## config.mk

```make
export PLATFORM = sky130hd
export DESIGN_NAME = id_stage_pipe_reg_nlane
export DESIGN_NICKNAME = d
export VERILOG_FILES = /design/src/rtl/id_pipe_pkg.sv /design/src/rtl/id_pipe_lane.sv /design/src/rtl/id_stage_pipe_reg_nlane.sv
export SDC_FILE = /design/constraint.sdc
export NUM_CORES = 1
export LEC_CHECK = 0
export CAP_MARGIN = 20
export CORE_MARGIN = 2
export CORE_UTILIZATION = 39
export CTS_CLUSTER_DIAMETER = 150
export DETAILED_ROUTE_END_ITERATION = 10
export PLACE_DENSITY = 0.77
export SYNTH_ARGS = -nofsm -noshare
export SYNTH_HDL_FRONTEND = slang
export SYNTH_SLANG_ARGS = --single-unit
```

## constraint.sdc

```tcl
create_clock -name clk -period 6.35 [get_ports clk]
set_clock_uncertainty 0.1 [all_clocks]
set_input_delay 1.27 -clock clk [delete_from_list [all_inputs] [get_ports clk]]
set_output_delay 1.27 -clock clk [all_outputs]
set_load 0.01 [all_outputs]
```

## src/rtl/id_pipe_pkg.sv

```systemverilog
// Shared types and helpers for the N-lane ID1->ID2 pipeline register.
package id_pipe_pkg;

   localparam int DEF_LANES     = 2;
   localparam int DEF_PAYLOAD_W = 48;
   localparam int DEF_PC_W      = 8;
   localparam int MAX_LANES     = 32;

   // Per-lane register decision made by the stage controller.
   typedef enum logic [1:0] {
      LOAD  = 2'd0,
      HOLD  = 2'd1,
      CLEAR = 2'd2
   } lane_ctl_t;

   // Lane i dies on a global flush, its own flush, or a younger-flush
   // raised at any lane at or older than i (running OR from lane 0 up).
   function automatic logic [MAX_LANES-1:0] age_kill_mask(
      input logic                 flush_all,
      input logic [MAX_LANES-1:0] flush_lane,
      input logic [MAX_LANES-1:0] flush_younger
   );
      logic [MAX_LANES-1:0] mask;
      logic                 acc;
      acc = flush_all;
      for (int i = 0; i < MAX_LANES; i++) begin
         acc     = acc | flush_younger[i];
         mask[i] = acc | flush_lane[i];
      end
      return mask;
   endfunction

endpackage

```

## src/rtl/id_pipe_lane.sv

```systemverilog
// One lane of the ID1->ID2 register: valid, payload, PC fields, prediction.
module id_pipe_lane
   import id_pipe_pkg::*;
#(
   parameter int PAYLOAD_W    = DEF_PAYLOAD_W,
   parameter int PC_W         = DEF_PC_W,
   parameter bit ZERO_INVALID = 1'b1
) (
   input  logic                 clk,
   input  logic                 reset,
   input  lane_ctl_t            ctl,
   input  logic                 in_valid,
   input  logic [PAYLOAD_W-1:0] in_payload,
   input  logic [PC_W-1:0]      in_pc,
   input  logic [PC_W-1:0]      in_pc_plus1,
   input  logic [PC_W-1:0]      in_pc_branch,
   input  logic                 in_pred,
   output logic                 out_valid,
   output logic [PAYLOAD_W-1:0] out_payload,
   output logic [PC_W-1:0]      out_pc,
   output logic [PC_W-1:0]      out_pc_plus1,
   output logic [PC_W-1:0]      out_pc_branch,
   output logic                 out_pred
);

   logic                 valid_q,     valid_d;
   logic [PAYLOAD_W-1:0] payload_q,   payload_d;
   logic [PC_W-1:0]      pc_q,        pc_d;
   logic [PC_W-1:0]      pc_plus1_q,  pc_plus1_d;
   logic [PC_W-1:0]      pc_branch_q, pc_branch_d;
   logic                 pred_q,      pred_d;

   // Next-state select: load, keep, or squash (optionally scrubbing data).
   always_comb begin
      valid_d     = valid_q;
      payload_d   = payload_q;
      pc_d        = pc_q;
      pc_plus1_d  = pc_plus1_q;
      pc_branch_d = pc_branch_q;
      pred_d      = pred_q;
      case (ctl)
         LOAD: begin
            valid_d     = in_valid;
            payload_d   = in_payload;
            pc_d        = in_pc;
            pc_plus1_d  = in_pc_plus1;
            pc_branch_d = in_pc_branch;
            pred_d      = in_pred;
         end
         CLEAR: begin
            valid_d = 1'b0;
            if (ZERO_INVALID) begin
               payload_d   = '0;
               pc_d        = '0;
               pc_plus1_d  = '0;
               pc_branch_d = '0;
               pred_d      = 1'b0;
            end
         end
         default: ;
      endcase
   end

   // Lane registers with synchronous active-low reset.
   always_ff @(posedge clk) begin
      if (!reset) begin
         valid_q     <= 1'b0;
         payload_q   <= '0;
         pc_q        <= '0;
         pc_plus1_q  <= '0;
         pc_branch_q <= '0;
         pred_q      <= 1'b0;
      end else begin
         valid_q     <= valid_d;
         payload_q   <= payload_d;
         pc_q        <= pc_d;
         pc_plus1_q  <= pc_plus1_d;
         pc_branch_q <= pc_branch_d;
         pred_q      <= pred_d;
      end
   end

   assign out_valid     = valid_q;
   assign out_payload   = payload_q;
   assign out_pc        = pc_q;
   assign out_pc_plus1  = pc_plus1_q;
   assign out_pc_branch = pc_branch_q;
   assign out_pred      = pred_q;

endmodule

```

## src/rtl/id_stage_pipe_reg_nlane.sv

```systemverilog
// N-lane ID1->ID2 pipeline register: flush/hold/bubble control per lane,
// plus saturating bubble and kill counters.
module id_stage_pipe_reg_nlane
   import id_pipe_pkg::*;
#(
   parameter int LANES        = DEF_LANES,
   parameter int PAYLOAD_W    = DEF_PAYLOAD_W,
   parameter int PC_W         = DEF_PC_W,
   parameter bit ZERO_INVALID = 1'b1,
   parameter int CNT_W        = 16
) (
   input  logic                       clk,
   input  logic                       reset,
   input  logic [LANES-1:0]           in_valid,
   input  logic [LANES*PAYLOAD_W-1:0] in_payload,
   input  logic [LANES*PC_W-1:0]      in_pc,
   input  logic [LANES*PC_W-1:0]      in_pc_plus1,
   input  logic [LANES*PC_W-1:0]      in_pc_branch,
   input  logic [LANES-1:0]           in_pred,
   input  logic                       flush_all,
   input  logic [LANES-1:0]           flush_lane,
   input  logic [LANES-1:0]           flush_younger,
   input  logic                       hold,
   input  logic                       bubble,
   input  logic                       clr_counters,
   output logic [LANES-1:0]           out_valid,
   output logic [LANES*PAYLOAD_W-1:0] out_payload,
   output logic [LANES*PC_W-1:0]      out_pc,
   output logic [LANES*PC_W-1:0]      out_pc_plus1,
   output logic [LANES*PC_W-1:0]      out_pc_branch,
   output logic [LANES-1:0]           out_pred,
   output logic [CNT_W-1:0]           bubble_count,
   output logic [CNT_W-1:0]           kill_count
);

   localparam int         SUM_W   = CNT_W + 6;
   localparam logic [CNT_W-1:0] CNT_MAX = {CNT_W{1'b1}};

   logic [MAX_LANES-1:0] flush_lane_ext;
   logic [MAX_LANES-1:0] flush_younger_ext;
   logic [MAX_LANES-1:0] kill_full;
   logic [LANES-1:0]     kill;
   lane_ctl_t            lane_ctl [LANES];
   logic                 unused_kill;

   logic [CNT_W-1:0]     bubble_count_q, bubble_count_d;
   logic [CNT_W-1:0]     kill_count_q,   kill_count_d;
   logic [5:0]           kill_pop;
   logic [SUM_W-1:0]     kill_sum;

   // Age-ordered kill mask and per-lane priority: kill > hold > bubble > load.
   always_comb begin
      flush_lane_ext                = '0;
      flush_younger_ext             = '0;
      flush_lane_ext[LANES-1:0]     = flush_lane;
      flush_younger_ext[LANES-1:0]  = flush_younger;
      kill_full = age_kill_mask(flush_all, flush_lane_ext, flush_younger_ext);
      kill      = kill_full[LANES-1:0];
      for (int i = 0; i < LANES; i++) begin
         lane_ctl[i] = LOAD;
         if (kill[i])     lane_ctl[i] = CLEAR;
         else if (hold)   lane_ctl[i] = HOLD;
         else if (bubble) lane_ctl[i] = CLEAR;
      end
   end

   assign unused_kill = ^kill_full;

   // Counter next-state: clear wins, otherwise saturating increments.
   always_comb begin
      kill_pop = '0;
      for (int i = 0; i < LANES; i++) begin
         kill_pop = kill_pop + 6'(in_valid[i] & kill[i]);
      end
      kill_sum = SUM_W'(kill_count_q) + SUM_W'(kill_pop);

      bubble_count_d = bubble_count_q;
      kill_count_d   = kill_count_q;
      if (clr_counters) begin
         bubble_count_d = '0;
         kill_count_d   = '0;
      end else begin
         if (bubble && !hold && !flush_all && (bubble_count_q != CNT_MAX)) begin
            bubble_count_d = bubble_count_q + 1'b1;
         end
         if (kill_sum[SUM_W-1:CNT_W] != '0) kill_count_d = CNT_MAX;
         else                               kill_count_d = kill_sum[CNT_W-1:0];
      end
   end

   // Perf counter registers.
   always_ff @(posedge clk) begin
      if (!reset) begin
         bubble_count_q <= '0;
         kill_count_q   <= '0;
      end else begin
         bubble_count_q <= bubble_count_d;
         kill_count_q   <= kill_count_d;
      end
   end

   assign bubble_count = bubble_count_q;
   assign kill_count   = kill_count_q;

   for (genvar g = 0; g < LANES; g++) begin : g_lane
      id_pipe_lane #(
         .PAYLOAD_W    (PAYLOAD_W),
         .PC_W         (PC_W),
         .ZERO_INVALID (ZERO_INVALID)
      ) u_lane (
         .clk           (clk),
         .reset         (reset),
         .ctl           (lane_ctl[g]),
         .in_valid      (in_valid[g]),
         .in_payload    (in_payload[g*PAYLOAD_W +: PAYLOAD_W]),
         .in_pc         (in_pc[g*PC_W +: PC_W]),
         .in_pc_plus1   (in_pc_plus1[g*PC_W +: PC_W]),
         .in_pc_branch  (in_pc_branch[g*PC_W +: PC_W]),
         .in_pred       (in_pred[g]),
         .out_valid     (out_valid[g]),
         .out_payload   (out_payload[g*PAYLOAD_W +: PAYLOAD_W]),
         .out_pc        (out_pc[g*PC_W +: PC_W]),
         .out_pc_plus1  (out_pc_plus1[g*PC_W +: PC_W]),
         .out_pc_branch (out_pc_branch[g*PC_W +: PC_W]),
         .out_pred      (out_pred[g])
      );
   end

endmodule

```

# Word-level counts from Yosys, hierarchy flattened
# Index checks and enable logic that the tools add are counted.
[op_classes]
n_bitwise = 7
reduce_logical = 11
n_eq_ne = 3
n_mux = 17
add_sub_neg = 3
[ops]
columns = ["op", "n"]
rows = [
  ["48-bit case mux with 2 select lines", 2],
  ["8-bit case mux with 2 select lines", 6],
  ["16-bit by 6-bit adder with 17-bit output", 1],
  ["16-bit by 1-bit adder with 16-bit output (second input constant)", 1],
  ["16-bit 2-to-1 mux", 1],
  ["16-bit inequality test (second input constant)", 1],
  ["2-bit 2-to-1 mux", 4],
  ["1-bit case mux with 2 select lines", 4],
  ["6-bit adder", 1],
  ["6-bit nonzero test", 1],
  ["2-bit equality test (second input constant)", 2],
  ["2-bit zero test", 2],
  ["1-bit bitwise OR", 4],
  ["2-bit nonzero test", 2],
  ["1-bit logical AND", 3],
  ["1-bit bitwise AND", 2],
  ["1-bit zero test", 2],
  ["2-bit OR reduction", 1],
  ["1-bit inverter", 1],
]
[word_totals]
inputBits = 158
regBits = 180
word_cells = 55
output_inout_bits = 180

# Longest topological paths before layout
# Gate-level depths: netlist of run 1.
[logic_depth]
ltp_word = 8
depth_mapped = 10
ltp_nobuf = 10

# Cells and area by module
# From an unflattened synthesis of run 1, not the netlist that was laid out.
[hier_totals]
cells_unflattened = 858
area_unflattened_um2 = 7063.0
[modules_own_cells]
columns = ["module", "cells_per_inst", "instances", "area_each_um2", "seq_area_each_um2"]
rows = [
  ["id_pipe_lane", 329, 2, 2701.3, 1481.4],
  ["id_stage_pipe_reg_nlane", 200, 1, 1660.3, 640.6],
]

# Worst setup path before layout of run 1
# OpenSTA, ideal clock, no wires.
[synth_path]
path_type = "input-to-reg"
from = "in flush_younger[0]"
to = "reg kill_count_q[10] (netlist: kill_count[10])"
setup_slack_ps = 2619
t_required_ps = 6180
setup_ps = 70
arrival_time_ps = 3561
cell_stages = 10
cell_sequence = "nor4_1 nor2b_1 ha_1 ha_1 inv_1 fa_1 nand2b_1 or4_4 buf_6 a21oi_1"
[synth_between]
elab_chain_len = 8
[synth_lines]
columns = ["item", "line_no", "text"]
rows = [
  ["from (decl)", "id_stage_pipe_reg_nlane.sv:22", "input logic [LANES-1:0] flush_younger,"],
  ["1-bit bitwise OR (*)", "id_pipe_pkg.sv:27", "acc = acc | flush_younger[i];"],
  ["1-bit bitwise OR", "id_pipe_pkg.sv:27", ""],
  ["1-bit bitwise OR", "id_pipe_pkg.sv:28", "mask[i] = acc | flush_lane[i];"],
  ["1-bit bitwise AND", "id_stage_pipe_reg_nlane.sv:73", "kill_pop = kill_pop + 6'(in_valid[i] & kill[i]);"],
  ["6-bit adder (*)", "id_stage_pipe_reg_nlane.sv:73", ""],
  ["16-bit by 6-bit adder with 17-bit output (*)", "id_stage_pipe_reg_nlane.sv:75", "kill_sum = SUM_W'(kill_count_q) + SUM_W'(kill_pop);"],
  ["6-bit nonzero test", "id_stage_pipe_reg_nlane.sv:86", "if (kill_sum[SUM_W-1:CNT_W] != '0) kill_count_d = CNT_MAX;"],
  ["16-bit 2-to-1 mux (*)", "id_stage_pipe_reg_nlane.sv:86", ""],
  ["to (signal assigned)", "id_stage_pipe_reg_nlane.sv:98", "kill_count_q <= kill_count_d;"],
  ["to (decl)", "id_stage_pipe_reg_nlane.sv:47", "logic [CNT_W-1:0] kill_count_q, kill_count_d;"],
]
# Every way passes the cells marked *; elsewhere a longest branch is shown, timed or not.
# A chain may end at the register's enable or synchronous reset.

# Worst setup path after layout of run 1
[layout_path]
from = "in flush_all"
to = "reg kill_count_q[13] (netlist: kill_count[13])"
[layout_between]
elab_chain_len = 8
[layout_lines]
columns = ["item", "line_no", "text"]
rows = [
  ["from (decl)", "id_stage_pipe_reg_nlane.sv:20", "input logic flush_all,"],
  ["1-bit bitwise OR (*)", "id_pipe_pkg.sv:27", ""],
  ["1-bit bitwise OR", "id_pipe_pkg.sv:27", ""],
  ["1-bit bitwise OR", "id_pipe_pkg.sv:28", ""],
  ["1-bit bitwise AND", "id_stage_pipe_reg_nlane.sv:73", ""],
  ["6-bit adder (*)", "id_stage_pipe_reg_nlane.sv:73", ""],
  ["16-bit by 6-bit adder with 17-bit output (*)", "id_stage_pipe_reg_nlane.sv:75", ""],
  ["6-bit nonzero test", "id_stage_pipe_reg_nlane.sv:86", ""],
  ["16-bit 2-to-1 mux (*)", "id_stage_pipe_reg_nlane.sv:86", ""],
]
# Marked as above.

==> results of run 1 <==
==> worst max-delay path: stages <==
cell and delay, ps:
sky130_fd_sc_hd__clkdlybuf4s50_1 490, sky130_fd_sc_hd__nor4_1 520, sky130_fd_sc_hd__nor2b_1 100, sky130_fd_sc_hd__ha_1 310
sky130_fd_sc_hd__ha_1 170, sky130_fd_sc_hd__inv_1 60, sky130_fd_sc_hd__fa_1 440, sky130_fd_sc_hd__nand2b_1 250
sky130_fd_sc_hd__or4_4 650, sky130_fd_sc_hd__a31oi_1 190
==> path summary, 6_finish.rpt <==
check                           to  depth (start not counted)  slack, ps             start
setup / recovery    kill_count[13]                         10       2150         flush_all
hold / removal    bubble_count[15]                          2        400  bubble_count[15]
setup reg to reg    kill_count[13]                          6       4060     kill_count[0]
hold reg to reg   bubble_count[15]                          2        400  bubble_count[15]
==> registers in the layout, summed over array words and instances (netlist names) <==
name	flops
bubble_count	16
g_lane.u_lane.out_payload	96
g_lane.u_lane.out_pc	16
g_lane.u_lane.out_pc_branch	16
g_lane.u_lane.out_pc_plus1	16
g_lane.u_lane.out_pred	2
g_lane.u_lane.out_valid	2
kill_count	16
==> metal layers <==
layer	global-route usage (%)	wire length, µm
met5	0	0
met4	8.84	517
met3	8.54	2250
met2	34.2	10100
met1	23.8	8160
==> cells in the final DEF, fill, tap and decap left out, types with 5 or more instances in the layout <==
cell type and count:
sky130_fd_sc_hd__inv_1 6, sky130_fd_sc_hd__a21oi_1 25, sky130_fd_sc_hd__o21ai_0 6, sky130_fd_sc_hd__nand4_1 8, sky130_fd_sc_hd__and4_1 6, sky130_fd_sc_hd__o31ai_1 9
sky130_fd_sc_hd__xnor2_1 5, sky130_fd_sc_hd__clkdlybuf4s50_1 336, sky130_fd_sc_hd__nand2_1 10, sky130_fd_sc_hd__inv_6 5, sky130_fd_sc_hd__or4_1 10, sky130_fd_sc_hd__xor2_1 5
sky130_fd_sc_hd__dfxtp_1 180, sky130_fd_sc_hd__buf_4 6, sky130_fd_sc_hd__nor2b_1 153, sky130_fd_sc_hd__clkbuf_16 17, sky130_fd_sc_hd__nand3_1 15, sky130_fd_sc_hd__nor2_1 7
sky130_fd_sc_hd__nor3_1 6, sky130_fd_sc_hd__a22oi_1 148
==> logic make-up (layout without fill, tap and decap cells) <==
logic type      count (synthesis)  count (layout)  share of synthesized area, %
fa+ha+maj                       5               5                          1.00
compound gates                194             194                          19.8
buf+inv                        67             380                          4.79
xor+xnor                       10              10                          1.25
mux                             2               2                         0.287
simple gates                  238             238                          21.3
flops                         180             180                          51.6
==> stage by stage <==
stage               instance area [µm²]  utilization, %
finish                            11000            63.3
global route                      11000            63.3
CTS                               11000            63.1
detailed placement                10400            59.6
global placement                  10400            59.6
floorplan                          6980               -
==> power by group through the flow <==
stage               clock (W)  sequential, W  combinational, W
floorplan                   0        0.00117         0.0000490
global placement            0        0.00116          0.000170
detailed placement          0        0.00116          0.000173
CTS                   0.00114        0.00114          0.000173
global route          0.00119        0.00114          0.000186
finish                0.00112        0.00114          0.000174
==> area by class of cell <==
class | instances | share of cell area [%]
Clock buffer | 18 | 3.89
Clock inverter | 13 | 1.76
Inverter | 6 | 0.204
Multi-Input combinational cell | 449 | 27.7
Sequential cell | 180 | 32.7
Tap cell | 225 | 2.55
Timing Repair Buffer | 343 | 31.2
==> metrics.log, run 1 <==
INFO  metric instances_no_fill = approximately 1200
INFO  metric dp_cells = 1202
INFO  metric remaining_drc_errors = 0
INFO  metric grt_overflow = 0
INFO  metric clock_tree.buffer_depth = 2
INFO  metric grt_start_max_net_pins = 78
INFO  metric clkTransAtPathRegs = roughly 70 ps
INFO  metric buffer_ports.inserted = between 300 and 400
INFO  metric synth_largest_area_cell = sky130_fd_sc_hd__dfxtp_1
INFO  metric numClockSinks = between 150 and 200
INFO  metric multi_input_comb_area = just over 3000 µm²
INFO  metric design.die.area = 19000 µm²
INFO  metric internal_power = 0.00192 W
INFO  metric placement.setup.worst_slack = around 1800 ps
INFO  metric timing_hold_violations_final = 0
INFO  metric synth_nets = roughly 860
INFO  metric crit_path_start_kind = primary input
INFO  metric root_buffer = sky130_fd_sc_hd__clkbuf_16
INFO  metric synthDominantCellAreaShare = around 52%
INFO  metric swShare = about a fifth
INFO  metric drv.max_cap_violation_count = 0
INFO  metric clock.fmax = 0.238 GHz
INFO  metric synth.area.top_cells = sky130_fd_sc_hd__dfxtp_1 52%, sky130_fd_sc_hd__a22oi_1 16%, sky130_fd_sc_hd__nor2b_1 14%, sky130_fd_sc_hd__a21oi_1 1.8%, sky130_fd_sc_hd__clkbuf_1 1.6%
INFO  metric antenna_found_initial = 0
INFO  metric flops_latches_synth = 180
INFO  metric critical_path.endpoint_type = flop
INFO  metric synth_enable_flop_cells = 0
INFO  metric yosysSeqAreaShare = between 50% and 60%
INFO  metric min_period_over_period = 66.2%
INFO  metric static-leakage-power = about 3.5 nW
INFO  metric result_of_the_run = finished clean
INFO  metric cp_max_fo = 13
INFO  metric die_h = around 140 µm
INFO  metric globalRouteTotalUtil = around a fifth
INFO  metric criticalPathCategory = primary input to flop
INFO  metric antenna_cells = 0
INFO  metric grt_pass1_vias = roughly 5900
INFO  metric sequential_cell_area = between 3000 and 4000 µm²
INFO  metric combPwrFrac = between 7 and 8%
INFO  metric mappedNetlistArea = around 7000 µm²
INFO  metric drv_slew = 0
INFO  metric ys_types = 41
INFO  metric power_switching = slightly above 0.0005 W
INFO  metric design.core.area = 17400 µm²
INFO  metric clock_power_share = 46.1%
INFO  metric setup_repair_after_global_routing_missed_its_margin = no
INFO  metric cp.required = 6600 ps
INFO  metric cts.htree.levels = 4
INFO  metric wl = around 21 mm
INFO  metric grt_pass1_wl = 30.9 mm
INFO  metric layout-drive-gt1-share = about 4.5%
INFO  metric drt-vias-per-instance = just over 5
INFO  metric layout_min_cycle_time = between 4000 and 5000 ps
INFO  metric post_drt_wl_per_cell = 17.1 µm
INFO  metric min-delay-path-class = flop to flop
INFO  metric drtIter0Drc = between 300 and 400
INFO  metric detailedRoute.firstPassIterationCount = 5
INFO  metric tritoncts.num_buffers = 17
INFO  metric max_slew_margin = 38.8%
INFO  metric detail-route-antenna-nets = 0
INFO  metric syn-instance-count = approximately 700
INFO  metric postLayoutSetupSlackWorst = between 2000 and 2500 ps
INFO  metric nets = between 1000 and 1500
INFO  metric floorplan.rows = 48
INFO  metric setup-violations-final = 0
INFO  metric seq_power_share = 46.8%
INFO  metric cts_setup_buffers = 0
INFO  metric most_frequent_cell_after_synthesis = sky130_fd_sc_hd__dfxtp_1
INFO  metric netlist_top_cells_count = 180 x sky130_fd_sc_hd__dfxtp_1, 153 x sky130_fd_sc_hd__nor2b_1, 148 x sky130_fd_sc_hd__a22oi_1
INFO  metric timing.hold.ws = about 400 ps
INFO  metric max-vdd-ir-drop = between 150 and 200 µV
INFO  metric ys_async_rst_share = 0%
INFO  metric n_fill_cell = 1449
INFO  metric power_consumption = 0.00243 W
INFO  metric critPathArrivalTime = 4450 ps
INFO  metric die-width = approximately 140 µm
INFO  metric ctsHoldBuffers = 0
INFO  metric post_cts_resize_count = 0
INFO  metric starting_density = 40.1%
INFO  metric postSynth.topFlopCell = sky130_fd_sc_hd__dfxtp_1
INFO  metric place_congestion = 0.798
INFO  metric via_count = 6327
INFO  metric clkLatencyLatePin = roughly 420 ps
INFO  metric layout-area-overhead-vs-synth = 57.9%
INFO  metric detailedPlacementHpwl = about 14 mm
INFO  metric syn-mean-instance-area = about 10 µm²
INFO  metric tritoncts = built
INFO  metric worstMarginPinSlew = between 900 and 1000 ps
INFO  metric powerDensity = approximately 220 nW/µm²
INFO  metric setup_total_negative_slack = 0 ps
INFO  metric yosysWarningCount = 0
INFO  metric top_level_ports = approximately 340
Note: power is estimated with default switching activity, not from simulation.
==> run 2: changes to the inputs <==
Settings changed: CORE_UTILIZATION 39 to 37.
Clock period 6.35 ns to 3.8 ns, I/O delays scaled along.
==> run 2 against run 1 <==
  * Count of clock-buffer cells in the layout rose by 1
  * Sequential share of layout area is 0.37 points lower
  * Register-to-register slack lost 2400 ps
  * Setup slack lost 1700 ps
  * Die area is 5.2% higher
  * Critical path type unchanged
  * Critical endpoint unchanged
  * Largest cell class unchanged
==> metrics.log, run 2 (synthesized netlist as in run 1, its figures left out) <==
INFO  metric r2r.worst_path.cells = 6 (unchanged)
INFO  metric tritoncts = built
INFO  metric drtIter0Drc = 344 (-3.4%)
INFO  metric instances_no_fill = 1252 (+1.5%)
INFO  metric grt_start_max_net_pins = 75 (-3.8%)
INFO  metric dp_cells = 1220 (+1.5%)
INFO  metric detailedRoute.firstPassIterationCount = 4 (-1)
INFO  metric layout_min_cycle_time = approximately 3300 ps
INFO  metric drt-vias-per-instance = 5.07 (-1.2%)
INFO  metric die_h = 141 µm (+2.6%)
INFO  metric drv.max_cap_violation_count = 0 (unchanged)
INFO  metric via_count = 6343 (+0.25%)
INFO  metric clock.fmax = about 0.30 GHz
INFO  metric final_cell_mix = 336 x sky130_fd_sc_hd__clkdlybuf4s50_1, 180 x sky130_fd_sc_hd__dfxtp_1, 153 x sky130_fd_sc_hd__nor2b_1
INFO  metric timing.rr.start = kill_count[0]
INFO  metric layout-drive-gt1-share = 5.21% (+0.75 points)
INFO  metric tritoncts.num_buffers = 17 (unchanged)
INFO  metric max-vdd-ir-drop = 284 µV (+63%)
INFO  metric timing_hold_violations_final = 0 (unchanged)
INFO  metric antenna_found_initial = 0 (unchanged)
INFO  metric min_period_over_period = ~87%
INFO  metric numClockSinks = 180 (unchanged)
INFO  metric layout-area-overhead-vs-synth = 59.7%
INFO  metric result_of_the_run = finished clean
INFO  metric clock_tree.buffer_depth = 2 (unchanged)
INFO  metric setup_total_negative_slack = 0 ps (unchanged)
INFO  metric post_cts_resize_count = 0 (unchanged)
INFO  metric globalRouteTotalUtil = 20.3% (-0.51 points)
INFO  metric setup-violations-final = 0 (unchanged)
INFO  metric design.die.area = 20000 µm² (+5.2%)
INFO  metric powerDensity = 364 nW/µm² (+65%)
INFO  metric setup_repair_after_global_routing_missed_its_margin = no
INFO  metric post-route-util = 60.0% (-3.3 points)
INFO  metric design.core.area = 18600 µm² (+6.7%)
INFO  metric largest_register_ff_count = 96 (unchanged)
INFO  metric place_congestion = 0.783 (-1.8%)
INFO  metric critical_path.endpoint_type = flop
INFO  metric root_buffer = sky130_fd_sc_hd__clkbuf_16
INFO  metric remaining_drc_errors = 0 (unchanged)
INFO  metric worst_hold_startpoint = bubble_count[15]
INFO  metric cp_max_fo = 13 (unchanged)
INFO  metric nets = 1168 (+0.69%)
INFO  metric ctsHoldBuffers = 0 (unchanged)
INFO  metric grt_overflow = 0 (unchanged)
INFO  metric setup_slack_of_the_most_critical_reg_to_reg_path = 1690 ps (-2370 ps)
INFO  metric drv_slew = 0 (unchanged)
INFO  metric min_path_cells = 2 (unchanged)
INFO  metric min-delay-path-class = flop to flop
INFO  metric grt_pass1_wl = 32.3 mm (+4.7%)
INFO  metric cts.htree.levels = 4 (unchanged)
INFO  metric crit_path_start_kind = primary input
INFO  metric grt_pass1_vias = 6034 (+2.0%)
INFO  metric die-width = 141 µm (+2.6%)
INFO  metric holdPathEnd = bubble_count[15]
INFO  metric buffer_ports.inserted = 337 (unchanged)
INFO  metric n_fill_cell = 1559 (+7.6%)
INFO  metric detail-route-antenna-nets = 0 (unchanged)
INFO  metric static-leakage-power = 3.59 nW (+1.2%)
INFO  metric layout_commonest_cell = sky130_fd_sc_hd__clkdlybuf4s50_1
INFO  metric detailedPlacementHpwl = 14.7 mm (+1.4%)
INFO  metric antenna_cells = 0 (unchanged)
INFO  metric critPathArrivalTime = 3550 ps (-900 ps)
INFO  metric clkTransAtPathRegs = 70 ps (about the same)
INFO  metric floorplan.rows = 50 (+4.2%)
INFO  metric max_slew_margin = 59.8% (+21 points)
INFO  metric post_drt_wl_per_cell = 16.8 µm (-1.3%)
INFO  metric cts_setup_buffers = 0 (unchanged)
INFO  metric starting_density = 37.6% (-2.5 points)
INFO  metric top_level_ports = 338 (unchanged)
INFO  metric wl = 21.1 mm (+0.19%)
INFO  metric criticalPathCategory = primary input to flop
INFO  metric cp.required = 4040 ps (-2560 ps)
INFO  metric regToRegEndpoint = kill_count[13]
INFO  metric worstMarginPinSlew = 603 ps (-315 ps)
INFO  metric clkLatencyLatePin = 420 ps (about the same)
[run 2: changes by cell type in the layout (fill, tap and decap cells not counted), sizes merged]
cell      before  now
clkinvlp       1    2
clkbuf        18   19
bufinv         4    3
inv           11   12
buf            7   15
clkinv         3    2
[run 2: worst max-delay path by stage]
stage,start,end,slack [ps],depth (start not counted)
6_report,flush_all,kill_count[13],490,11
3_5_place_dp,flush_all,kill_count[13],70,11
5_1_grt,flush_all,kill_count[13],300,11
4_1_cts,flush_all,kill_count[13],510,11
2_1_floorplan,flush_younger[0],kill_count[10],580,10
3_3_place_gp,flush_all,kill_count[13],90,11
[run 2: layout make-up]
class                           instances  area [µm²]  share of cell area (%)
Clock buffer                           19         433                    3.88
Clock inverter                         13         190                    1.71
Inverter                                6        22.5                   0.202
Multi-Input combinational cell        449        3060                    27.4
Sequential cell                       180        3600                    32.3
Tap cell                              234         293                    2.63
Timing Repair Buffer                  351        3550                    31.8
[run 2: power by group]
part           leakage [nW]  internal [W]  switching, W
registers              1.45       0.00189    0.00000565
logic                  1.84      0.000201     0.0000944
clock network         0.297       0.00106      0.000801
total                  3.59       0.00316      0.000901
[run 2: routing by layer]
layer | routed length (µm) | global-route usage [%]
met5 | 0 | 0
met4 | 474 | 7.11
met3 | 1760 | 7.05
met2 | 10000 | 33.5
met1 | 8820 | 24.5
[run 2: worst max-delay path: stages]
cell                              delay (ps)
sky130_fd_sc_hd__clkdlybuf4s50_1         440
sky130_fd_sc_hd__nor4_1                  290
sky130_fd_sc_hd__buf_4                   160
sky130_fd_sc_hd__nor2b_1                  40
sky130_fd_sc_hd__ha_1                    270
sky130_fd_sc_hd__ha_1                    160
sky130_fd_sc_hd__inv_1                    60
sky130_fd_sc_hd__fa_1                    370
sky130_fd_sc_hd__nand2b_1                170
sky130_fd_sc_hd__or4_4                   620
sky130_fd_sc_hd__a31oi_1                 210
[run 2: stage by stage]
| step | area [µm²] | hold slack, ps | total power (W) | setup WS [ps] |
|---|---|---|---|---|
| final | 11100 | 392 | 0.00406 | 493 |
| after global routing | 11100 | 423 | 0.00420 | 297 |
| after CTS | 11100 | 396 | 0.00410 | 512 |
| after detailed placement | 10500 | 386 | 0.00224 | 73.1 |
| after global placement | 10500 | 369 | 0.00224 | 91.8 |
| after floorplan | 6980 | 389 | 0.00203 | 579 |
==> run 3: changes to the inputs <==
Settings changed: CORE_UTILIZATION 37 to 39, DONT_BUFFER_PORTS from default to 1, GPL_ROUTABILITY_DRIVEN from default to 0, PLACE_DENSITY 0.77 to default.
==> run 3 against run 2 <==
  * Global-route usage decreased by 3.0 points
  * Sequential power about the same
  * Register-to-register slack got worse by 270 ps
  * Setup slack improved by 200 ps
==> metrics.log, run 3 (synthesized netlist as in run 1, its figures left out) <==
INFO  metric drv.max_cap_violation_count = 0 (unchanged)
INFO  metric floorplan.rows = 48 (-4.0%)
INFO  metric detailedRoute.firstPassIterationCount = 4 (unchanged)
INFO  metric drt-vias-per-instance = 5.73 (+13%)
INFO  metric tritoncts = built
INFO  metric clkLatencyLatePin = 410 ps (about the same)
INFO  metric layout-area-overhead-vs-synth = 8.62%
INFO  metric instances_no_fill = 898 (-28%)
INFO  metric via_count = 5147 (-19%)
INFO  metric final_cell_mix = 180 x sky130_fd_sc_hd__dfxtp_1, 153 x sky130_fd_sc_hd__nor2b_1, 148 x sky130_fd_sc_hd__a22oi_1
INFO  metric dp_cells = 865 (-29%)
INFO  metric min_period_over_period = 81.9% (-5.2 points)
INFO  metric post_drt_wl_per_cell = 19.7 µm (+17%)
INFO  metric criticalPathCategory = primary input to flop
INFO  metric grt_overflow = 0 (unchanged)
INFO  metric timing.rr.start = kill_count[0]
INFO  metric layout_min_cycle_time = 3110 ps (-196 ps)
INFO  metric power_switching = 0.000847 W (-5.9%)
INFO  metric min-delay-path-class = primary input to flop
INFO  metric max-vdd-ir-drop = 322 µV (+14%)
INFO  metric setup-violations-final = 0 (unchanged)
INFO  metric tritoncts.num_buffers = 17 (unchanged)
INFO  metric r2r.worst_path.cells = 6 (unchanged)
INFO  metric critPathArrivalTime = 3360 ps (-190 ps)
INFO  metric largest_register_ff_count = 96 (unchanged)
INFO  metric grt_start_max_net_pins = 151 (+100%)
INFO  metric die_h = 138 µm (-2.5%)
INFO  metric max_slew_margin = 41.9% (-18 points)
INFO  metric critical_path.endpoint_type = flop
INFO  metric regToRegEndpoint = kill_count[13]
INFO  metric root_buffer = sky130_fd_sc_hd__clkbuf_16
INFO  metric cts.htree.levels = 4 (unchanged)
INFO  metric internal_power = 0.00281 W (-11%)
INFO  metric antenna_cells = 0 (unchanged)
INFO  metric holdPathEnd = g_lane[1].u_lane.out_valid
INFO  metric powerDensity = 482 nW/µm² (+32%)
INFO  metric clock_power_share = 45.7% (-0.2 points)
INFO  metric buffer_ports.inserted = 0 (-100%)
INFO  metric detailedPlacementHpwl = 12.3 mm (-16%)
INFO  metric cp.required = 4050 ps (about the same)
INFO  metric min_path_cells = 1 (-1)
INFO  metric drv_slew = 0 (unchanged)
INFO  metric drtIter0Drc = 294 (-15%)
INFO  metric clkTransAtPathRegs = 70 ps (about the same)
INFO  metric wl = 17.7 mm (-16%)
INFO  metric globalRouteTotalUtil = 17.2% (-3.0 points)
INFO  metric clock_tree.buffer_depth = 2 (unchanged)
INFO  metric worst_hold_startpoint = reset
INFO  metric setup_repair_after_global_routing_missed_its_margin = no
INFO  metric ctsHoldBuffers = 0 (unchanged)
INFO  metric n_fill_cell = 1659 (+6.4%)
INFO  metric layout-drive-gt1-share = 6.69% (+1.5 points)
INFO  metric antenna_found_initial = 0 (unchanged)
INFO  metric grt_pass1_wl = 25.1 mm (-22%)
INFO  metric design.die.area = 19000 µm² (-5.0%)
INFO  metric combPwrFrac = 2.1% (-5.2 points)
INFO  metric detail-route-antenna-nets = 0 (unchanged)
INFO  metric result_of_the_run = finished clean
INFO  metric remaining_drc_errors = 0 (unchanged)
INFO  metric layout_commonest_cell = sky130_fd_sc_hd__dfxtp_1
INFO  metric clock.fmax = 0.321 GHz (+6.3%)
INFO  metric power_consumption = 0.00366 W (-9.9%)
INFO  metric seq_power_share = 52.2% (+5.4 points)
INFO  metric die-width = 138 µm (-2.5%)
INFO  metric setup_total_negative_slack = 0 ps (unchanged)
INFO  metric post_cts_resize_count = 0 (unchanged)
INFO  metric numClockSinks = 180 (unchanged)
INFO  metric setup_slack_of_the_most_critical_reg_to_reg_path = 1420 ps (-270 ps)
INFO  metric cp_max_fo = 13 (unchanged)
INFO  metric static-leakage-power = 2.29 nW (-36%)
INFO  metric worstMarginPinSlew = 871 ps (+268 ps)
INFO  metric crit_path_start_kind = primary input
INFO  metric top_level_ports = 338 (unchanged)
INFO  metric grt_pass1_vias = 4754 (-21%)
INFO  metric design.core.area = 17400 µm² (-6.3%)
INFO  metric starting_density = 40.1% (+2.5 points)
INFO  metric nets = 823 (-30%)
INFO  metric timing_hold_violations_final = 0 (unchanged)
INFO  metric cts_setup_buffers = 0 (unchanged)
INFO  metric swShare = 23.2% (+0.99 points)
==> run 3: metrics by stage <==
stage	area [µm²]	worst slack (ps)	utilization, %	hold WS (ps)
finish	7580	689	43.5	386
global route	7580	605	43.5	361
CTS	7570	712	43.4	359
detailed placement	7000	260	40.2	426
global placement	7000	356	40.2	421
floorplan	6980	579	-	389
==> run 3: layer usage <==
metal | up-vias | track usage (%) | share of wire (%)
met5 | - | 0 | 0
met4 | 0 | 7.82 | 2.3
met3 | 22 | 6.88 | 9.9
met2 | 266 | 29.8 | 51
met1 | 2421 | 18.5 | 37
li1 | 2438 | - | -
==> run 3: worst max path at each step <==
stage,startpoint,to,slack (ps),cells after the start
detailed placement,flush_younger[0],kill_count[13],260,9
floorplan,flush_younger[0],kill_count[10],580,10
global placement,flush_younger[0],kill_count[13],360,9
CTS,flush_younger[0],kill_count[13],710,9
finish,flush_younger[0],kill_count[13],690,9
global route,flush_younger[0],kill_count[13],610,9
==> run 3: cell type report <==
| class | count | area, µm² | share of cell area, % |
|---|---|---|---|
| flip-flops and latches | 180 | 3600 | 47.5 |
| multi-input cells | 449 | 3060 | 40.3 |
| clock buffers | 18 | 429 | 5.66 |
| well taps | 225 | 282 | 3.71 |
| clock inverters | 14 | 136 | 1.80 |
| repair buffers | 6 | 52.6 | 0.693 |
| inverters | 6 | 22.5 | 0.297 |
==> run 3: critical path: stages <==
cell,delay (ps)
sky130_fd_sc_hd__nor4_1,420
sky130_fd_sc_hd__nor2b_1,120
sky130_fd_sc_hd__ha_1,310
sky130_fd_sc_hd__ha_1,160
sky130_fd_sc_hd__inv_1,60
sky130_fd_sc_hd__fa_1,430
sky130_fd_sc_hd__nand2b_1,240
sky130_fd_sc_hd__or4_4,650
sky130_fd_sc_hd__a31oi_1,200
==> run 3: power groups by stage <==
stage,clock (W),combinational (W),sequential (W)
after CTS,0.00172,0.0000760,0.00191
after floorplan,0,0.0000819,0.00195
after global routing,0.00180,0.0000849,0.00191
after detailed placement,0,0.0000761,0.00195
final,0.00167,0.0000778,0.00191
after global placement,0,0.0000732,0.00195
